### src/rtl/seq_nibble_adder_pkg.sv
// Shared types and constants for the nibble-serial adder/subtractor.
package seq_nibble_adder_pkg;

    localparam int NIBBLE_W = 4;

    typedef enum logic [1:0] {
        IDLE = 2'd0,
        RUN  = 2'd1,
        DONE = 2'd2
    } state_t;

endpackage

### src/rtl/add_slice_4b.sv
// Purely combinational 4-bit ripple-carry slice; c_msb is the carry into bit 3,
// exposed so the caller can form signed overflow on the top nibble.
module add_slice_4b
    import seq_nibble_adder_pkg::*;
(
    input  logic [NIBBLE_W-1:0] a,
    input  logic [NIBBLE_W-1:0] b,
    input  logic                c_in,
    output logic [NIBBLE_W-1:0] sum,
    output logic                c_out,
    output logic                c_msb
);

    logic [NIBBLE_W:0] w_carry;

    assign w_carry[0] = c_in;

    generate
        for (genvar gi = 0; gi < NIBBLE_W; gi++) begin : g_bit
            assign sum[gi]         = a[gi] ^ b[gi] ^ w_carry[gi];
            assign w_carry[gi + 1] = (a[gi] & b[gi]) | (w_carry[gi] & (a[gi] ^ b[gi]));
        end
    endgenerate

    assign c_msb = w_carry[NIBBLE_W-1];
    assign c_out = w_carry[NIBBLE_W];

endmodule

### src/rtl/seq_nibble_adder.sv
// Multi-cycle WIDTH-bit adder/subtractor, one nibble per clock, LSB nibble first.
// Define SEQ_NIBBLE_ADDER_OVF_EN to add the signed-overflow output ovf.
module seq_nibble_adder
    import seq_nibble_adder_pkg::*;
#(
    parameter int WIDTH = 16
) (
    input  logic             clk,
    input  logic             rst,
    input  logic             in_valid,
    output logic             in_ready,
    input  logic [WIDTH-1:0] a,
    input  logic [WIDTH-1:0] b,
    input  logic             c_in,
    input  logic             op_sub,
    output logic             out_valid,
    input  logic             out_ready,
    output logic [WIDTH-1:0] sum,
`ifdef SEQ_NIBBLE_ADDER_OVF_EN
    output logic             ovf,
`endif
    output logic             c_out
);

    localparam int NIB   = WIDTH / NIBBLE_W;
    localparam int IDX_W = (NIB > 1) ? $clog2(NIB) : 1;

    state_t             r_state;
    state_t             w_state_next;
    logic [WIDTH-1:0]   r_a;
    logic [WIDTH-1:0]   r_b;
    logic [WIDTH-1:0]   r_sum;
    logic               r_carry;
    logic [IDX_W-1:0]   r_idx;

    logic               w_in_ready;
    logic               w_out_valid;
    logic               w_accept;
    logic               w_last;
    logic [NIBBLE_W-1:0] w_a_nib [NIB];
    logic [NIBBLE_W-1:0] w_b_nib [NIB];
    logic [NIBBLE_W-1:0] w_slice_sum;
    logic               w_slice_cout;
    logic [WIDTH-1:0]   w_sum_next;

    generate
        for (genvar gi = 0; gi < NIB; gi++) begin : g_nib
            assign w_a_nib[gi] = r_a[gi*NIBBLE_W +: NIBBLE_W];
            assign w_b_nib[gi] = r_b[gi*NIBBLE_W +: NIBBLE_W];
        end
    endgenerate

    assign w_last   = (r_idx == IDX_W'(NIB - 1));
    assign w_accept = in_valid && w_in_ready;

`ifdef SEQ_NIBBLE_ADDER_OVF_EN
    logic w_c_msb;
    logic r_ovf;
`else
    logic w_c_msb_unused;
`endif

    add_slice_4b u_slice (
        .a     (w_a_nib[r_idx]),
        .b     (w_b_nib[r_idx]),
        .c_in  (r_carry),
        .sum   (w_slice_sum),
        .c_out (w_slice_cout),
`ifdef SEQ_NIBBLE_ADDER_OVF_EN
        .c_msb (w_c_msb)
`else
        .c_msb (w_c_msb_unused)
`endif
    );

    // Only the nibble selected by r_idx changes; the rest of the result holds.
    always_comb begin
        w_sum_next = r_sum;
        for (int i = 0; i < NIB; i++) begin
            if (r_idx == IDX_W'(i)) begin
                w_sum_next[i*NIBBLE_W +: NIBBLE_W] = w_slice_sum;
            end
        end
    end

    always_comb begin
        w_state_next = r_state;
        w_in_ready   = 1'b0;
        w_out_valid  = 1'b0;
        case (r_state)
            IDLE: begin
                w_in_ready = 1'b1;
                if (in_valid) begin
                    w_state_next = RUN;
                end
            end
            RUN: begin
                if (w_last) begin
                    w_state_next = DONE;
                end
            end
            DONE: begin
                w_out_valid = 1'b1;
                if (out_ready) begin
                    w_state_next = IDLE;
                end
            end
            default: w_state_next = IDLE;
        endcase
    end

    always_ff @(posedge clk) begin
        if (rst) begin
            r_state <= IDLE;
            r_a     <= '0;
            r_b     <= '0;
            r_sum   <= '0;
            r_carry <= 1'b0;
            r_idx   <= '0;
        end else begin
            r_state <= w_state_next;
            if (w_accept) begin
                // Subtraction is A + ~B + 1, so the +1 rides in on the carry.
                r_a     <= a;
                r_b     <= op_sub ? ~b : b;
                r_carry <= op_sub ? 1'b1 : c_in;
                r_idx   <= '0;
            end else if (r_state == RUN) begin
                r_sum   <= w_sum_next;
                r_carry <= w_slice_cout;
                r_idx   <= r_idx + IDX_W'(1);
            end
        end
    end

`ifdef SEQ_NIBBLE_ADDER_OVF_EN
    always_ff @(posedge clk) begin
        if (rst) begin
            r_ovf <= 1'b0;
        end else if ((r_state == RUN) && w_last) begin
            r_ovf <= w_c_msb ^ w_slice_cout;
        end
    end

    assign ovf = r_ovf;
`endif

    assign in_ready  = w_in_ready;
    assign out_valid = w_out_valid;
    assign sum       = r_sum;
    assign c_out     = r_carry;

endmodule

### config.mk
export PLATFORM = sky130hd
export DESIGN_NAME = seq_nibble_adder
export DESIGN_NICKNAME = d
export VERILOG_FILES = /design/src/rtl/seq_nibble_adder_pkg.sv /design/src/rtl/add_slice_4b.sv /design/src/rtl/seq_nibble_adder.sv
export SDC_FILE = /design/constraint.sdc
export NUM_CORES = 1
export LEC_CHECK = 0
export ABC_AREA = 0
export ABC_CLOCK_PERIOD_IN_PS = 2800
export BUFFER_PORTS_ARGS = -buffer_cell sky130_fd_sc_hd__buf_2
export CAP_MARGIN = 20
export CORE_MARGIN = 3
export CORE_UTILIZATION = 35
export CTS_BUF_LIST = sky130_fd_sc_hd__clkbuf_8
export CTS_CLUSTER_DIAMETER = 120
export DETAILED_ROUTE_END_ITERATION = 8
export PLACE_DENSITY = 0.55
export SYNTH_ARGS = -nofsm -noshare
export SYNTH_HDL_FRONTEND = slang
export SYNTH_SLANG_ARGS = --single-unit
export TNS_END_PERCENT = 10
### constraint.sdc
create_clock -name clk -period 2.8 [get_ports clk]
set_input_delay 0.56 -clock clk [delete_from_list [all_inputs] [get_ports clk]]
set_output_delay 0.56 -clock clk [all_outputs]
set_load 0.005 [all_outputs]
==> results by group <==
Hold path
  • Hold Crit Class: flop to flop

Power
  • Sw power: 0.4032 mW
  • Power per Cell Area: 529.1 mW/mm^2
  • Portion of total power attributed to combinational logic: 17.9%
  • Proportion of power drawn by flip-flops and latches: 55.3%
  • Share of power burned in the clock network: 26.8%
  • Tot Pwr: 1.503 mW
  • Switching part of the total power: 26.83%
  • Int Power: 1.100 mW
  • Peak VDD IR: 194.3 uV
  • Leakage power: 1.139 nW

Route
  • TritonRoute pass-1 iters: 4
  • Total number of vias: 1,810
  • Ratio of routed vias to standard cells: 4.827
  • Post-route ant nets: 0
  • Number of remaining DRC errors: 0
  • Iter 0 DRT Violations: 46
  • Final WL: 5133 um
  • Routed wire length per instance: 13.69 um

Clock network
  • Library cell used as clock root buffer: sky130_fd_sc_hd__clkbuf_8
  • TritonCTS clock tree: built
  • Max Buffers Root-to-Sink: 2
  • Maximum level of the CTS H-tree: 2
  • # hold bufs at CTS: 0
  • Clock buffers created by TritonCTS: 5
  • Number of clock sinks: 53
  • Clock latency at the later pin of the worst-skew pair: 300 ps
  • Clock slew at the register clock pins of the worst setup and hold paths: 90 ps

Timing
  • Number of endpoints failing setup at the final stage: 0
  • Max-slew violations: 0
  • Highest achievable clock rate: 369.3 MHz
  • Time the worst path needs with I/O delays and setup: 2708 ps
  • Worst slew margin relative to its limit: 53.39%
  • Fin crit share: 96.71%
  • Hold Fails Final Rpt: 0
  • Setup repair after global routing missed its margin: false
  • Min Hold Slack: 458.3 ps
  • Final setup slack of the worst path: 92.11 ps
  • Final setup TNS: 0 ps
  • Skew final: 7.001 ps
  • Tightest Pin Transition: 699.1 ps

Outcome
  • Result of the run: complete, no violations

Critical path
  • Worst stage delay on the critical path: 520 ps
  • Critical path startpoint category: flop
  • Critical path's most frequent cell: sky130_fd_sc_hd__fa_2
  • Required @ worst endpoint: 3020 ps
  • Number of buffers and inverters on the critical path: 3
  • Highest fanout seen on the critical path: 4
  • Cell-by-cell trace of the critical path: mux4_2 -> fa_2 -> inv_1 -> fa_1 -> inv_1 -> fa_2 -> inv_2 -> fa_2 -> a211oi_2
  • Worst Path Class, Setup: flop to flop
  • Cell class contributing the biggest share of worst-path delay: adder cells
  • Endpoint arrival time on the critical path: 2930 ps
  • Crit. End Element: flop
  • Cell with the largest stage delay on the worst path: sky130_fd_sc_hd__mux4_2

Synthesis
  • Cell type with the largest total area after synthesis: sky130_fd_sc_hd__dfxtp_1
  • Top cells by area in the synthesized netlist: sky130_fd_sc_hd__dfxtp_1, sky130_fd_sc_hd__a211oi_1, sky130_fd_sc_hd__mux4_2
  • Post-synth top area share: 44.05%
  • Most frequently used flop master after synthesis: sky130_fd_sc_hd__dfxtp_1
  • Number of instances in the synthesized netlist: 251
  • Number of distinct library cells after synthesis: 25
  • Share of the yosys chip area belonging to registers: 44.05%
  • EDFF count, synth: 0
  • Total of warnings raised by yosys: 0
  • Total nets after synthesis: 297
  • Share of flip-flops with an asynchronous set or reset after synthesis: 0%
  • Flip-flop and latch count after synthesis: 53
  • Syn Std Cell Area: 0.002409 sq mm
  • Post-Syn Area per Cell: 9.596 sq um

Cells and area
  • Utilization of the core after routing: 43.73%
  • Antenna cell count: 0
  • Cell area after layout: 0.002840 sq mm
  • Final cell count without fillers: 375
  • Multi-input combinational cell area: 0.001216 sq mm
  • Commonest cells after routing, fill and taps aside: sky130_fd_sc_hd__buf_2, sky130_fd_sc_hd__dfxtp_1, sky130_fd_sc_hd__nor2_1, sky130_fd_sc_hd__nand2_1, sky130_fd_sc_hd__a211oi_1
  • Filler instances: 685
  • Post-layout net count: 343
  • Sequential cell area: 0.001066 sq mm
  • Most frequent standard cell in the layout excluding fill and tap cells: sky130_fd_sc_hd__buf_2
  • Ratio of cells with drive above 1 in the final layout: 29.87%
  • Area growth syn-to-layout: 17.92%

Die
  • Std-Cell Core Area: 0.006495 sq mm
  • Full die area: 0.007913 sq mm
  • Die height: 88.96 um
  • Starting Density: 37.08%
  • Count of standard-cell rows: 29
  • Boundary pin count: 57
  • Die width: 88.96 um

Placement
  • Cell area after placement: 0.002721 sq mm
  • Placed Cells: 367
  • Worst setup slack after placement: 24.00 ps
  • Gpl congestion: 0.7236
  • Port bufs: 56
  • HPWL Detailed: 3858 um

GRT
  • Largest net degree at the start of global routing: 35
  • Vias in the first global route: 1,732
  • GRT Util Overall: 13.72%
  • Antenna violations before repair: 0
  • Global route total overflow: 0
  • Wire length of the first global-routing pass: 8397 um

Run
  • Number of maximum-capacitance constraint violations: 0
## logic make-up after synthesis
kind of cell / share of synthesized area [%]
buffers and inverters: 6.857
multiplexers: 11.22
flip-flops: 44.05
XOR/XNOR: 6.182
adder cells (fa/ha/maj): 5.403
AO/OA/AOI/OAI: 11.95
AND/OR/NAND/NOR: 14.34
## Yosys cell counts, drive strengths merged (2+ instances only)
master / instances
nor2b: 2
dfxtp: 53
mux4: 8
clkbuf: 6
a21oi: 18
ha: 4
buf: 17
nor2: 34
a211oi: 25
nand2: 32
mux2i: 9
xnor2: 17
nor3: 3
and3b: 4
fa: 4
inv: 10
## power by group through the flow
| stage | logic [mW] | registers, mW | clock network (mW) |
|---|---|---|---|
| after floorplan | 0.193 | 0.837 | 0 |
| after global placement | 0.261 | 0.849 | 0 |
| after detailed placement | 0.263 | 0.850 | 0 |
| after CTS | 0.264 | 0.833 | 0.424 |
| after global routing | 0.303 | 0.837 | 0.447 |
| final | 0.269 | 0.831 | 0.402 |
## flip-flops by register name, indices dropped and copies added, names as in the netlist
name     flops
c_out        1
r_state      2
r_a         16
r_idx        2
sum         16
r_b         16
## timing repair
item	in CTS	in global routing
buffers inserted	0	0
pin swaps	0	3
gates resized for setup	1	11
setup endpoints to repair	1	4
## final timing paths
| check | end | start | slack, ps | cells after the start |
|---|---|---|---|---|
| max reg2reg | sum[11] | r_idx[0] | 90 | 9 |
| max | sum[11] | r_idx[0] | 90 | 9 |
| min reg2reg | r_a[2] | r_a[2] | 460 | 2 |
| min | r_a[2] | r_a[2] | 460 | 2 |
## per-layer routing
metal	track usage (%)	vias to the layer above	share of wire, %
met5	0	-	0
met4	3.654	0	0.76
met3	3.502	5	5.1
met2	20.45	42	44
met1	19.84	828	50
li1	-	935	-
## worst register-to-register path, stage by stage (launching register included)
cell and delay, ps:
sky130_fd_sc_hd__dfxtp_4 370, sky130_fd_sc_hd__mux4_2 520, sky130_fd_sc_hd__fa_2 360, sky130_fd_sc_hd__inv_1 70, sky130_fd_sc_hd__fa_1 150, sky130_fd_sc_hd__inv_1 50, sky130_fd_sc_hd__fa_2 330, sky130_fd_sc_hd__inv_2 70
sky130_fd_sc_hd__fa_2 490, sky130_fd_sc_hd__a211oi_2 230
## area by class of cell
class / instances / area share [%]
multi-input cells: 165 / 42.82
flip-flops and latches: 53 / 37.53
repair buffers: 62 / 12.03
well taps: 77 / 3.392
clock buffers: 5 / 2.423
inverters: 10 / 1.322
clock inverters: 3 / 0.4846
Note: power is estimated with default switching activity, not from simulation.
